File: config.mk
export PLATFORM = sky130hd
export DESIGN_NAME = mem_port_arbiter
export DESIGN_NICKNAME = d
export VERILOG_FILES = /design/src/rtl/mem_port_arbiter.sv
export SDC_FILE = /design/constraint.sdc
export NUM_CORES = 1
export LEC_CHECK = 0
export ABC_AREA = 1
export BUFFER_PORTS_ARGS = -buffer_cell sky130_fd_sc_hd__clkbuf_2
export CELL_PAD_IN_SITES_DETAIL_PLACEMENT = 1
export CELL_PAD_IN_SITES_GLOBAL_PLACEMENT = 2
export CORE_AREA = 2 2 282 284
export CTS_CLUSTER_SIZE = 20
export DETAILED_ROUTE_END_ITERATION = 8
export DIE_AREA = 0 0 284 286
export GPL_TIMING_DRIVEN = 0
export HOLD_SLACK_MARGIN = 0.03
export PLACE_DENSITY_LB_ADDON = 0.08
export SLEW_MARGIN = 20
export SYNTH_ARGS = -nofsm -noshare
export SYNTH_HDL_FRONTEND = slang
export SYNTH_SLANG_ARGS = --single-unit
export TNS_END_PERCENT = 30
File: constraint.sdc
create_clock -name clk -period 3.2 [get_ports clk]
set_input_delay 0.32 -clock clk [delete_from_list [all_inputs] [get_ports clk]]
set_output_delay 0.32 -clock clk [all_outputs]
set_load 0.05 [all_outputs]
File: src/rtl/mem_port_arbiter.sv
// -----------------------------------------------------------------------------
// mem_port_arbiter
//
// Shares one off-chip memory port between the I-cache and D-cache miss /
// write-back engines. One requester is granted at a time and the grant is
// held until the memory returns its completion pulse. The D-cache wins by
// default; a small counter of D grants taken while an I read was waiting
// forces the I-cache through after MAX_WAIT losses.
//
// Ports
//   clk, rst               : clock, synchronous active-high reset
//   i_read / i_addr        : I-cache line read request (level, held until i_ready)
//   i_ready / i_rdata      : I-cache completion pulse and read data
//   d_read / d_write       : D-cache line read / write-back request (level)
//   d_addr / d_wdata       : D-cache address and write-back data
//   d_ready / d_rdata      : D-cache completion pulse and read data
//   mem_read / mem_write   : registered memory strobes, held until mem_ready
//   mem_addr / mem_wdata   : registered memory address and write data
//   mem_ready / mem_rdata  : memory completion pulse and read data
// -----------------------------------------------------------------------------
module mem_port_arbiter #(
    parameter int ADDR_W   = 28,
    parameter int DATA_W   = 128,
    parameter int MAX_WAIT = 4
) (
    input  logic              clk,
    input  logic              rst,
    input  logic              i_read,
    input  logic [ADDR_W-1:0] i_addr,
    output logic              i_ready,
    output logic [DATA_W-1:0] i_rdata,
    input  logic              d_read,
    input  logic              d_write,
    input  logic [ADDR_W-1:0] d_addr,
    input  logic [DATA_W-1:0] d_wdata,
    output logic              d_ready,
    output logic [DATA_W-1:0] d_rdata,
    output logic              mem_read,
    output logic              mem_write,
    output logic [ADDR_W-1:0] mem_addr,
    output logic [DATA_W-1:0] mem_wdata,
    input  logic              mem_ready,
    input  logic [DATA_W-1:0] mem_rdata
);

    typedef enum logic [1:0] {
        IDLE    = 2'd0,
        GRANT_I = 2'd1,
        GRANT_D = 2'd2,
        RELEASE = 2'd3
    } state_t;

    localparam logic [3:0] MAX_WAIT_C = 4'(MAX_WAIT);

    state_t              state_q,     state_d;
    logic [3:0]          wait_cnt_q,  wait_cnt_d;
    logic                mem_read_q,  mem_read_d;
    logic                mem_write_q, mem_write_d;
    logic [ADDR_W-1:0]   mem_addr_q,  mem_addr_d;
    logic [DATA_W-1:0]   mem_wdata_q, mem_wdata_d;
    logic                d_req;

    always_comb begin
        state_d     = state_q;
        wait_cnt_d  = wait_cnt_q;
        mem_read_d  = mem_read_q;
        mem_write_d = mem_write_q;
        mem_addr_d  = mem_addr_q;
        mem_wdata_d = mem_wdata_q;
        d_req       = d_read | d_write;

        case (state_q)
            IDLE: begin
                if (d_req && i_read && (wait_cnt_q == MAX_WAIT_C)) begin
                    // I has lost MAX_WAIT times in a row: it takes this slot.
                    state_d     = GRANT_I;
                    mem_read_d  = 1'b1;
                    mem_write_d = 1'b0;
                    mem_addr_d  = i_addr;
                    wait_cnt_d  = 4'd0;
                end else if (d_req) begin
                    // A combined read+write request issues the write-back first;
                    // the D-cache re-requests the read afterwards.
                    state_d     = GRANT_D;
                    mem_read_d  = d_read & ~d_write;
                    mem_write_d = d_write;
                    mem_addr_d  = d_addr;
                    mem_wdata_d = d_wdata;
                    if (i_read && (wait_cnt_q < MAX_WAIT_C)) begin
                        wait_cnt_d = wait_cnt_q + 4'd1;
                    end
                end else if (i_read) begin
                    state_d     = GRANT_I;
                    mem_read_d  = 1'b1;
                    mem_write_d = 1'b0;
                    mem_addr_d  = i_addr;
                    wait_cnt_d  = 4'd0;
                end
            end
            GRANT_I, GRANT_D: begin
                // Strobes and address stay frozen until memory completes.
                if (mem_ready) begin
                    mem_read_d  = 1'b0;
                    mem_write_d = 1'b0;
                    state_d     = RELEASE;
                end
            end
            RELEASE: begin
                // One dead cycle so the finished requester can drop its level
                // request before the next arbitration sees it.
                state_d = IDLE;
            end
            default: state_d = IDLE;
        endcase
    end

    always_ff @(posedge clk) begin
        if (rst) begin
            state_q     <= IDLE;
            wait_cnt_q  <= 4'd0;
            mem_read_q  <= 1'b0;
            mem_write_q <= 1'b0;
            mem_addr_q  <= '0;
            mem_wdata_q <= '0;
        end else begin
            state_q     <= state_d;
            wait_cnt_q  <= wait_cnt_d;
            mem_read_q  <= mem_read_d;
            mem_write_q <= mem_write_d;
            mem_addr_q  <= mem_addr_d;
            mem_wdata_q <= mem_wdata_d;
        end
    end

    assign mem_read  = mem_read_q;
    assign mem_write = mem_write_q;
    assign mem_addr  = mem_addr_q;
    assign mem_wdata = mem_wdata_q;

    // Completion is forwarded with no added latency, only to the granted side.
    assign i_ready = mem_ready & (state_q == GRANT_I);
    assign d_ready = mem_ready & (state_q == GRANT_D);
    assign i_rdata = mem_rdata;
    assign d_rdata = mem_rdata;

endmodule

[Yosys cells after proc, flatten, opt, wreduce, memory -nomap -nowiden]
Cells that the tools add are included.
Cells by class
  $add $sub $neg: 1
  order comparisons: 1
  equality and inequality tests: 7
  muxes and demuxes: 21
  bitwise logic cells: 6
  reduce and logical (&&, ||, !) cells: 12
Operator list (number)
  2-to-1 mux 28 bit: 3
  2-to-1 mux 4 bit: 4
  AND reduction 3 bit: 3
  2-to-1 mux 2 bit: 4
  2-to-1 mux 1 bit: 7
  one-hot mux 2 bit (3 select lines): 1
  adder 4 x 1 -> 4 bit, second input constant: 1
  equality test 2 bit, second input constant: 2
  equality test 4 x 3 -> 1 bit, second input constant: 1
  less-than comparator 4 x 3 -> 1 bit, second input constant: 1
  inequality test 4 bit, second input constant: 1
  one-hot mux 1 bit (2 select lines): 2
  AND reduction 2 bit: 2
  AND 1 bit: 3
  logical AND 1 bit: 3
  inequality test 3 x 1 -> 1 bit, second input constant: 1
  nonzero test 3 bit: 1
  equality test 2 x 1 -> 1 bit, second input constant: 1
  zero test 2 bit: 1
  inequality test 2 bit, second input constant: 1
  inverter 1 bit: 2
  nonzero test 2 bit: 1
  OR reduction 2 bit: 1
  OR 1 bit: 1
Word-level totals
  flip-flop bits (word level): 164
  input port bits: 318
  output and inout port bits: 416

[Longest topological paths before layout]
Gate-level depths: netlist (run 1).
  depth in word-level cells: 5
  gate-level depth with buffers: 12
  mapped depth without buffers: 11

[Worst setup path before layout (run 1)]
Ideal clock, no wire load.
  path type: flip-flop to flip-flop
  start point: reg wait_cnt_q[0]
  end point: reg mem_wdata_q[80] (netlist: mem_wdata[80])
  library setup time: 132 ps
  data arrival time: 1350 ps
  required time: 3068 ps
  setup slack: 1718 ps
  stages on the path, launching flop included: 13
  buffers on the path: 2
  clock period less this slack: 1482 ps
  cell sequence: dfxtp_1 -> inv_1 -> ha_1 -> nand2_1 -> inv_1 -> nand2_2 -> nand2_2 -> inv_4 -> nand2_4 -> buf_6 -> buf_4 -> nand2_1 -> a21oi_1
Between the ends
  word-level cells in the longest chain between the ends: 4
Ends and longest elaborated chain
  start: declaration: line 56  | logic [3:0] wait_cnt_q, wait_cnt_d;
  start signal: assignment: line 127  | wait_cnt_q <= wait_cnt_d;
  equality test 4 x 3 -> 1 bit: line 74  | if (d_req && i_read && (wait_cnt_q == MAX_WAIT_C)) begin
  logical AND 1 bit: line 74
  inverter 1 bit (no source line)
  AND reduction 3 bit (no source line)
  end signal: assignment: line 131  | mem_wdata_q <= mem_wdata_d;
  end: declaration: line 60  | logic [DATA_W-1:0] mem_wdata_q, mem_wdata_d;
No other way between the ends.
A chain may end at the register's enable or synchronous reset.

[Worst setup path after layout (run 1)]
  start point: reg state_q[0]
  end point: reg mem_wdata_q[67] (netlist: mem_wdata[67])
Between the ends
  word-level cells in the longest chain between the ends: 2
Ends and longest elaborated chain
  start: declaration: line 55  | state_t state_q, state_d;
  start signal: assignment: line 126  | state_q <= state_d;
  zero test 2 bit: line 72  | case (state_q)
  AND reduction 3 bit (no source line)
No other way between the ends.

==> results of run 1 <==
## state kept, by name, indices dropped and copies added (netlist names)
register    cells
mem_addr       28
wait_cnt_q      4
state_q         2
mem_wdata     128
mem_read        1
mem_write       1
## power by group through the flow
stage               combinational, mW  clock (mW)  sequential, mW
finish                           6.64        2.17            2.86
global route                     7.24        2.40            2.94
CTS                              6.88        2.34            2.87
detailed placement               6.78           0            2.91
global placement                 6.77           0            2.90
floorplan                        3.04           0            4.63
## worst reg2reg max path: stages (launching register included)
cell and delay [ns]:
dfxtp_1 0.33, inv_1 0.11, ha_1 0.35, buf_2 0.42, buf_1 0.50, nand3_1 0.23, a21oi_1 0.18
## cell usage in the layout (no fill, tap or decap), types with 9 or more instances in the layout
| master | count |
|---|---|
| inv_1 | 46 |
| clkbuf_1 | 25 |
| buf_6 | 9 |
| a21oi_1 | 132 |
| dfxtp_1 | 164 |
| clkbuf_16 | 17 |
| nand2_1 | 233 |
| buf_4 | 264 |
| nor2_1 | 63 |
| buf_2 | 23 |
| dlygate4sd3_1 | 71 |
| clkbuf_2 | 604 |
| nand3_1 | 169 |
## area by class of cell
cell class	instances	area [um2]	share of cell area, %
timing repair buffer	675	3730	26.2
sequential	164	3280	23.1
multi-input combinational	612	2760	19.4
buffer	329	2380	16.8
tap	1050	1310	9.23
clock buffer	19	443	3.11
inverter	48	183	1.28
clock inverter	12	121	0.853
antenna	3	7.51	0.0528
## worst paths after layout
path,start,to,slack (ns)
max,state_q[0],mem_wdata[67],1.03
min,d_wdata[108],mem_wdata[108],0.1
max reg2reg,state_q[0],mem_wdata[67],1.03
min reg2reg,mem_wdata[102],mem_wdata[102],0.46
## through the flow
stage / utilization, % / power, mW
after floorplan: - / 7.67
after global placement: 16.5 / 9.67
after detailed placement: 16.5 / 9.69
after CTS: 18.1 / 12.1
after global routing: 18.2 / 12.6
final: 18.2 / 11.7
## cells by family after synthesis
group,count (synthesis),synth area share [%]
adders and majority gates,6,0.872
AOI/OAI and AO/OA,133,7.76
DFF,164,38.1
and+or+nand+nor,473,23.4
buffers and inverters,377,29.8
## repair_timing
action | CTS | global route
hold buffers | 71 | 0
endpoints found under the setup margin | 0 | 0
endpoints found under the hold margin | 71 | 0
buffers inserted | 0 | 0
## metal layers
layer	track usage (%)	vias to the layer above	part of all wire, %
li1	-	4815	-
met1	12.8	4546	39
met2	21.3	312	53
met3	3.76	31	6.6
met4	3.41	4	1.5
met5	0	-	0.053
==> flow_metrics.env, run 1 <==
export IMPL_status="complete, no violations"
export IMPL_power_frac_seq_pct=24.5
export IMPL_drv_slew=0
export IMPL_p_int_mw=5.47
export IMPL_async_flop_share_pct=0
export IMPL_grt_max_degree=17
export IMPL_cp_required_ns=3.61
export IMPL_die_y_um=286
export IMPL_slew_headroom_pct=34.4
export IMPL_cts_sinks=164
export IMPL_grt_pass1_vias=10184
export IMPL_crit_type="flop to flop"
export IMPL_yosysTopAreaCellShare_pct=38.1
export IMPL_antenna_found_initial=7
export IMPL_finClkSkew_ns=0.0104
export IMPL_crit_path_max_fanout=10
export IMPL_ant_nets=0
export IMPL_gp_congestion=0.711
export IMPL_cts_tree="built"
export IMPL_clkTransAtPathRegs_ns=0.08
export IMPL_yosysMostFrequentCell="buf_4"
export IMPL_synth_cell_types=23
export IMPL_rows=103
export IMPL_setup_slack_ns=1.03
export IMPL_timing_hold_violations_final=0
export IMPL_routed_wl_mm=48.7
export IMPL_avgSynthCellArea_um2=7.47
export IMPL_start_util_pct=11.0
export IMPL_num_io_pins=734
export IMPL_path_depth=6
export IMPL_core_um2=78400
export IMPL_cts_resized=0
export IMPL_fin_crit_ns=2.17
export IMPL_synthTopCellsByArea="dfxtp_1 38%, buf_4 23%, nand2_1 10%"
export IMPL_synth_commonest_cells="264 x buf_4, 233 x nand2_1, 169 x nand3_1, 164 x dfxtp_1, 132 x a21oi_1"
export IMPL_crit_chain="inv_1 -> ha_1 -> buf_2 -> buf_1 -> nand3_1 -> a21oi_1"
export IMPL_drive_gt1_share_pct=50.7
export IMPL_place_area_um2=12900
export IMPL_cp_start_kind="flop"
export IMPL_drtPass1Iterations=4
export IMPL_postSynthRegisterBits=164
export IMPL_crit_path_end_kind="flop"
export IMPL_fmax_mhz=461
export IMPL_overflow=0
export IMPL_placed_cells=2807
export IMPL_via_count=9708
export IMPL_syn_inst=1153
export IMPL_rsz0062_at_grt="no"
export IMPL_synth_flop_cell="dfxtp_1"
export IMPL_instances_no_fill=2912
export IMPL_die_area_um2=81200
export IMPL_yosysWarningCount=0
export IMPL_htreeDepth=4
export IMPL_fillCellCount=9596
export IMPL_period_share_pct=67.8
export IMPL_cts_root_buf="clkbuf_16"
export IMPL_min_path_cells=3
export IMPL_p_comb_share_pct=56.9
export IMPL_worst_path_buf_inv=3
export IMPL_numCtsBuffers=17
export IMPL_reg2reg_depth=6
export IMPL_yosysSeqAreaShare_pct=38.1
export IMPL_areaGrowthSynthToFinish_pct=65.3
export IMPL_synth_edff_count=0
export IMPL_drt_iter0_drc=244
export IMPL_setup_violations=0
export IMPL_track_usage_pct=11.6
export IMPL_wl_per_cell_um=16.7
export IMPL_cp_top_family="buffers and inverters"
export IMPL_p_leak_nw=7.33
export IMPL_ir_drop_v=0.000387
export IMPL_drc=0
export IMPL_crit_path_max_incr_delay_ns=0.49
export IMPL_viasPerCell=3.33
export IMPL_place_hpwl_mm=39.8
export IMPL_die_w_um=284
export IMPL_cts_path_max_buffers=2
export IMPL_powerDensity_nw_per_um2=820
export IMPL_fin_tns_setup_ns=0
export IMPL_cpMaxStageDelayCell="buf_1"
export IMPL_maxCapViolCount=0
export IMPL_syn_cell_area_um2=8610
export IMPL_pwr_share_clk_pct=18.6
export IMPL_fin_hold_ws_ns=0.0980
export IMPL_worst_pin_slew_ns=0.984
export IMPL_switchingPower_mw=6.19
export IMPL_finalNetCount=2171
export IMPL_synth_area_leader_cell="dfxtp_1"
export IMPL_hold_class="input pin to flop"
export IMPL_grt_pass1_wl_mm=69.3
export IMPL_insertion_delay_ns=0.48
export IMPL_place_worst_setup_slack_ns=0.731
export IMPL_stdcell_area_um2=14200
export IMPL_p_sw_share_pct=53.1
export IMPL_syn_num_nets=1477
export IMPL_critical_path_arrival_ns=2.58
export IMPL_port_buffers=604
Power figures use the tool's default switching activity.
==> inputs of run 2 (changes only) <==
Settings changed: ABC_AREA 1 to 0, CORE_AREA 2 2 282 284 to 2 2 284 286, DIE_AREA 0 0 284 286 to 0 0 286 288.
Clock period 3.2 ns to 2.1 ns, I/O delays scaled along.
==> run 2 against run 1 <==
Effect of this change: die area rose by 1.4%; sequential power rose by 48%; final cell count fell by 0.27%; largest power group unchanged; power rose by 44%; critical path depth rose by 2.
==> flow_metrics.env, run 2 <==
export IMPL_grt_max_degree=17
export IMPL_cpMaxStageDelayCell="dfxtp_1"
export IMPL_async_flop_share_pct=0
export IMPL_drive_gt1_share_pct=53.9
export IMPL_areaGrowthSynthToFinish_pct=81.4
export IMPL_antenna_found_initial=0
export IMPL_wl_met2_mm=25.7
export IMPL_htreeDepth=4
export IMPL_layout_common_cells="604 x clkbuf_2, 290 x nand2_1, 270 x buf_4"
export IMPL_cp_top_family="buffers and inverters"
export IMPL_finalNetCount=2155
export IMPL_synth_area_leader_cell="dfxtp_1"
export IMPL_yosysSeqAreaShare_pct=39.4
export IMPL_synth_edff_count=0
export IMPL_cts_root_buf="clkbuf_16"
export IMPL_die_area_um2=82400
export IMPL_layout_commonest_cell="clkbuf_2"
export IMPL_core_um2=79600
export IMPL_num_io_pins=734
export IMPL_rows=104
export IMPL_yosysWarningCount=0
export IMPL_drv_slew=0
export IMPL_grt_pass1_vias=10036
export IMPL_hold_class="input pin to flop"
export IMPL_grt_pass1_wl_mm=64.7
export IMPL_syn_num_nets=1354
export IMPL_diodes=0
export IMPL_drc=0
export IMPL_cts_setup_buffers=0
export IMPL_crit_type="flop to flop"
export IMPL_die_w_um=286
export IMPL_highest_layer="met4"
export IMPL_routed_wl_mm=45.6
export IMPL_track_usage_pct=10.7
export IMPL_crit_path_max_incr_delay_ns=0.33
export IMPL_syn_inst=1030
export IMPL_place_hpwl_mm=37.1
export IMPL_synth_commonest_cells="290 x nand2_1, 261 x buf_4, 164 x dfxtp_1, 131 x a21oi_1, 34 x nor2_1"
export IMPL_r2r_slack_ns=0.19
export IMPL_fmax_mhz=524
export IMPL_worst_pin_slew_ns=1.05
export IMPL_period_share_pct=90.9
export IMPL_maxCapViolCount=0
export IMPL_finClkSkew_ns=0.0105
export IMPL_synthTopCellsByArea="dfxtp_1 39%, buf_4 24%, nand2_1 13%"
export IMPL_gp_congestion=0.676
export IMPL_avgSynthCellArea_um2=8.08
export IMPL_fin_tns_setup_ns=0
export IMPL_yosysMostFrequentCell="nand2_1"
export IMPL_yosysTopAreaCellShare_pct=39.4
export IMPL_synth_flop_cell="dfxtp_1"
export IMPL_viasPerCell=3.25
export IMPL_clkTransAtPathRegs_ns=0.08
export IMPL_via_count=9442
export IMPL_ant_nets=0
export IMPL_syn_cell_area_um2=8320
export IMPL_post_route_util_pct=19.0
export IMPL_worst_path_buf_inv=3
export IMPL_largest_register_ffs=128
export IMPL_numCtsBuffers=17
export IMPL_cp_start_kind="flop"
export IMPL_m1WireLength_mm=16.5
export IMPL_setup_violations=0
export IMPL_cts_tree="built"
export IMPL_drt_iter0_drc=174
export IMPL_crit_chain="inv_1 -> ha_2 -> o21a_1 -> and2_1 -> buf_6 -> buf_2 -> nand2_1 -> a21oi_1"
export IMPL_wl_per_cell_um=15.7
export IMPL_slew_headroom_pct=30.1
export IMPL_ir_drop_v=0.000386
export IMPL_start_util_pct=10.5
export IMPL_critical_path_arrival_ns=2.33
export IMPL_fin_crit_ns=1.91
export IMPL_crit_path_end_kind="flop"
export IMPL_powerDensity_nw_per_um2=1110
export IMPL_insertion_delay_ns=0.49
export IMPL_status="complete, no violations"
export IMPL_cts_path_max_buffers=2
export IMPL_wl_met3_mm=2.72
export IMPL_timing_hold_violations_final=0
export IMPL_cp_required_ns=2.52
export IMPL_cts_sinks=164
export IMPL_postSynthRegisterBits=164
export IMPL_drtPass1Iterations=4
export IMPL_die_y_um=288
export IMPL_overflow=0
export IMPL_rsz0062_at_grt="yes"
export IMPL_synth_cell_types=33
export IMPL_p_leak_nw=7.32
export IMPL_crit_path_max_fanout=10
export IMPL_port_buffers=604
## run 2: what timing repair did
item	4_1_cts	5_1_grt
cloned	0	0
endpoints found under the setup margin	116	56
gates resized for setup	11	8
hold endpoints to repair	156	0
hold buffers	178	0
## run 2: cells by family after synthesis
logic type	Yosys count	synth area share [%]
DFF	164	39.4
muxes	1	0.120
AOI/OAI and AO/OA	201	16.3
buffers and inverters	321	27.5
adders and majority gates	6	0.902
and+or+nand+nor	337	15.7
## run 2: layout make-up
| type | instances | area (um2) |
|---|---|---|
| well taps | 1060 | 1330 |
| clock inverters | 15 | 170 |
| plain buffers | 316 | 2320 |
| flip-flops and latches | 164 | 3280 |
| multi-input cells | 545 | 2750 |
| inverters | 5 | 18.8 |
| repair buffers | 782 | 4800 |
| clock buffers | 17 | 425 |
| fillers | 9725 | 64500 |
## run 2: final timing paths
kind	startpoint	end	cells past startpoint
setup / recovery	state_q[0]	mem_wdata[53]	8
setup reg to reg	state_q[0]	mem_wdata[53]	8
hold reg to reg	mem_wdata[93]	mem_wdata[93]	2
hold / removal	d_addr[19]	mem_addr[19]	3
## run 2: where the power goes
group | leakage [nW] | internal (mW) | total (mW) | switching [mW]
sequential | 1.35 | 3.86 | 4.23 | 0.376
clock | 0.293 | 1.79 | 3.42 | 1.64
combinational | 5.67 | 2.50 | 9.11 | 6.61
## run 2: per-stage QoR
step	std cells	instance area, um2	power [mW]	hold slack [ns]	worst slack (ns)
CTS	2904	15100	17.3	0.0379	0.0508
detailed placement	2694	12700	13.3	0.442	-0.215
global placement	2694	12700	13.3	0.436	-0.192
finish	2904	15100	16.8	0.0829	0.191
floorplan	1030	8320	10.6	0.346	0.539
global route	2904	15100	17.9	0.0745	-0.00391
## run 2: layer usage
metal	vias up	global-route usage, %
met1	4469	10.9
met2	284	20.7
met5	-	0
met4	0	3.10
li1	4659	-
met3	30	3.19
## run 2: worst reg2reg max path, stage by stage, from the launching register on
cell and delay (ns):
dfxtp_1 0.33, inv_1 0.11, ha_2 0.26, o21a_1 0.20, and2_1 0.20, buf_6 0.23, buf_2 0.29, nand2_1 0.10
a21oi_1 0.12
==> inputs of run 3 (changes only) <==
Settings changed: ABC_AREA 0 to 1, CORE_AREA 2 2 284 286 to 2 2 289 291, DIE_AREA 0 0 286 288 to 0 0 291 293.
==> run 3 against run 2 <==
Effect of this change: die area up 3.5%; hold slack worse by 0.0025 ns; worst setup slack better by 0.026 ns; first-iteration DRC count up 30%; critical path depth up 3; clock power down 6%.
==> flow_metrics.env, run 3 (synthesized netlist as in run 1, its figures left out) <==
export IMPL_status="complete, no violations"
export IMPL_die_w_um=291
export IMPL_cts_setup_buffers=0
export IMPL_crit_path_end_kind="flop"
export IMPL_cts_root_buf="clkbuf_16"
export IMPL_drt_iter0_drc=227
export IMPL_place_hpwl_mm=40.8
export IMPL_drc=0
export IMPL_slew_headroom_pct=57.6
export IMPL_routed_wl_mm=50.5
export IMPL_cts_tree="built"
export IMPL_hold_class="input pin to flop"
export IMPL_die_y_um=293
export IMPL_clkTransAtPathRegs_ns=0.07
export IMPL_fmax_mhz=531
export IMPL_overflow=0
export IMPL_power_mw=18.0
export IMPL_insertion_delay_ns=0.48
export IMPL_antenna_found_initial=7
export IMPL_gp_congestion=0.700
export IMPL_cp_start_kind="flop"
export IMPL_crit_type="flop to flop"
export IMPL_htreeDepth=4
export IMPL_cts_path_max_buffers=2
export IMPL_core_um2=81800
export IMPL_layout_common_cells="612 x clkbuf_2, 266 x buf_4, 233 x nand2_1"
export IMPL_grtUsageMet2_pct=21.1
export IMPL_crit_chain="inv_1 -> ha_1 -> nand2_1 -> inv_1 -> nand2_2 -> nand2_2 -> inv_4 -> buf_6 -> buf_2 -> nand3_1 -> a21oi_1"
export IMPL_finClkSkew_ns=0.0112
export IMPL_setup_slack_ns=0.217
export IMPL_viasPerCell=3.34
export IMPL_drtPass1Iterations=4
export IMPL_rows=105
export IMPL_die_area_um2=85300
export IMPL_cp_required_ns=2.51
export IMPL_maxCapViolCount=0
export IMPL_layout_commonest_cell="clkbuf_2"
export IMPL_grt_pass1_wl_mm=72.1
export IMPL_cts_sinks=164
export IMPL_timing_hold_violations_final=0
export IMPL_grt_pass1_vias=10716
export IMPL_crit_path_max_fanout=10
export IMPL_fin_tns_setup_ns=0
export IMPL_grt_use_met1_pct=12.8
export IMPL_via_count=10155
export IMPL_ir_drop_v=0.000502
export IMPL_num_io_pins=734
export IMPL_place_worst_setup_slack_ns=-0.123
export IMPL_setup_violations=0
export IMPL_fin_crit_ns=1.88
export IMPL_period_share_pct=89.7
export IMPL_place_area_um2=13000
export IMPL_cpMaxStageDelayCell="dfxtp_1"
export IMPL_p_leak_nw=7.82
export IMPL_diodes=0
export IMPL_powerDensity_nw_per_um2=1170
export IMPL_largest_register_ffs=128
export IMPL_grt_max_degree=17
export IMPL_drv_slew=0
export IMPL_start_util_pct=10.5
export IMPL_worst_pin_slew_ns=0.636
export IMPL_track_usage_pct=11.6
export IMPL_ant_nets=0
export IMPL_critical_path_arrival_ns=2.29
export IMPL_finalNetCount=2280
export IMPL_busiest_layer="met2"
export IMPL_numCtsBuffers=17
export IMPL_drive_gt1_share_pct=48.3
export IMPL_port_buffers=604
export IMPL_areaGrowthSynthToFinish_pct=78.5
export IMPL_crit_path_max_incr_delay_ns=0.37
export IMPL_wl_per_cell_um=16.6
export IMPL_stdcell_area_um2=15400
export IMPL_grt_use_met3_pct=3.77
## run 3: changes by cell type in the layout (fill, tap and decap cells not counted), moves of 28 or more
cell / delta
nand3_1: +167
nand2_1: -57
a21oi_2: -28
a211oi_2: -28
inv_1: +41
nor2_1: +29
## run 3: metrics by stage
step | instances | util [%] | hold slack [ns]
2_1_floorplan | 1153 | - | 0.375
3_3_place_gp | 2827 | 15.8 | 0.448
3_5_place_dp | 2827 | 15.8 | 0.452
4_1_cts | 3039 | 18.7 | 0.0312
5_1_grt | 3039 | 18.8 | 0.0892
6_report | 3039 | 18.8 | 0.0804
## run 3: report_power, final
| group | switching [mW] | internal (mW) | leakage [nW] | total (mW) |
|---|---|---|---|---|
| clock | 1.62 | 1.60 | 0.268 | 3.23 |
| sequential | 0.430 | 3.93 | 1.35 | 4.36 |
| combinational | 7.51 | 2.91 | 6.20 | 10.4 |
| total | 9.56 | 8.45 | 7.82 | 18.0 |
## run 3: area by class of cell
| class | instances | area (um2) |
|---|---|---|
| fill | 9976 | 66500 |
| timing repair buffer | 784 | 4820 |
| sequential | 164 | 3280 |
| multi-input combinational | 612 | 2760 |
| buffer | 329 | 2430 |
| tap | 1070 | 1340 |
| clock buffer | 21 | 460 |
| inverter | 48 | 183 |
| clock inverter | 11 | 88.8 |
## run 3: final timing paths
check / startpoint / to / slack, ns / cells after the start
worst max-delay path: wait_cnt_q[0] / mem_wdata[91] / 0.22 / 11
worst min register to register: mem_wdata[13] / mem_wdata[13] / 0.46 / 2
worst max register to register: wait_cnt_q[0] / mem_wdata[91] / 0.22 / 11
worst min-delay path: i_addr[14] / mem_addr[14] / 0.08 / 5
## run 3: critical path, delay by kind of cell, from the launching register on
| family | cells | cell delay (ns) |
|---|---|---|
| compound gates | 1 | 0.14 |
| fa+ha+maj | 1 | 0.20 |
| buf+inv | 5 | 0.71 |
| simple gates | 4 | 0.38 |
| flops | 1 | 0.37 |
## run 3: routing by layer
| metal | routed length, um | part of all wire, % |
|---|---|---|
| met5 | 55 | 0.11 |
| met4 | 755 | 1.5 |
| met3 | 3270 | 6.5 |
| met2 | 26600 | 53 |
| met1 | 19900 | 39 |
## run 3: timing repair
action                     in CTS  in global routing
setup endpoints to repair     100                134
pin swaps                       0                  0
gates resized for setup         3                 24
hold endpoints to repair      155                  0
hold buffers                  180                  0
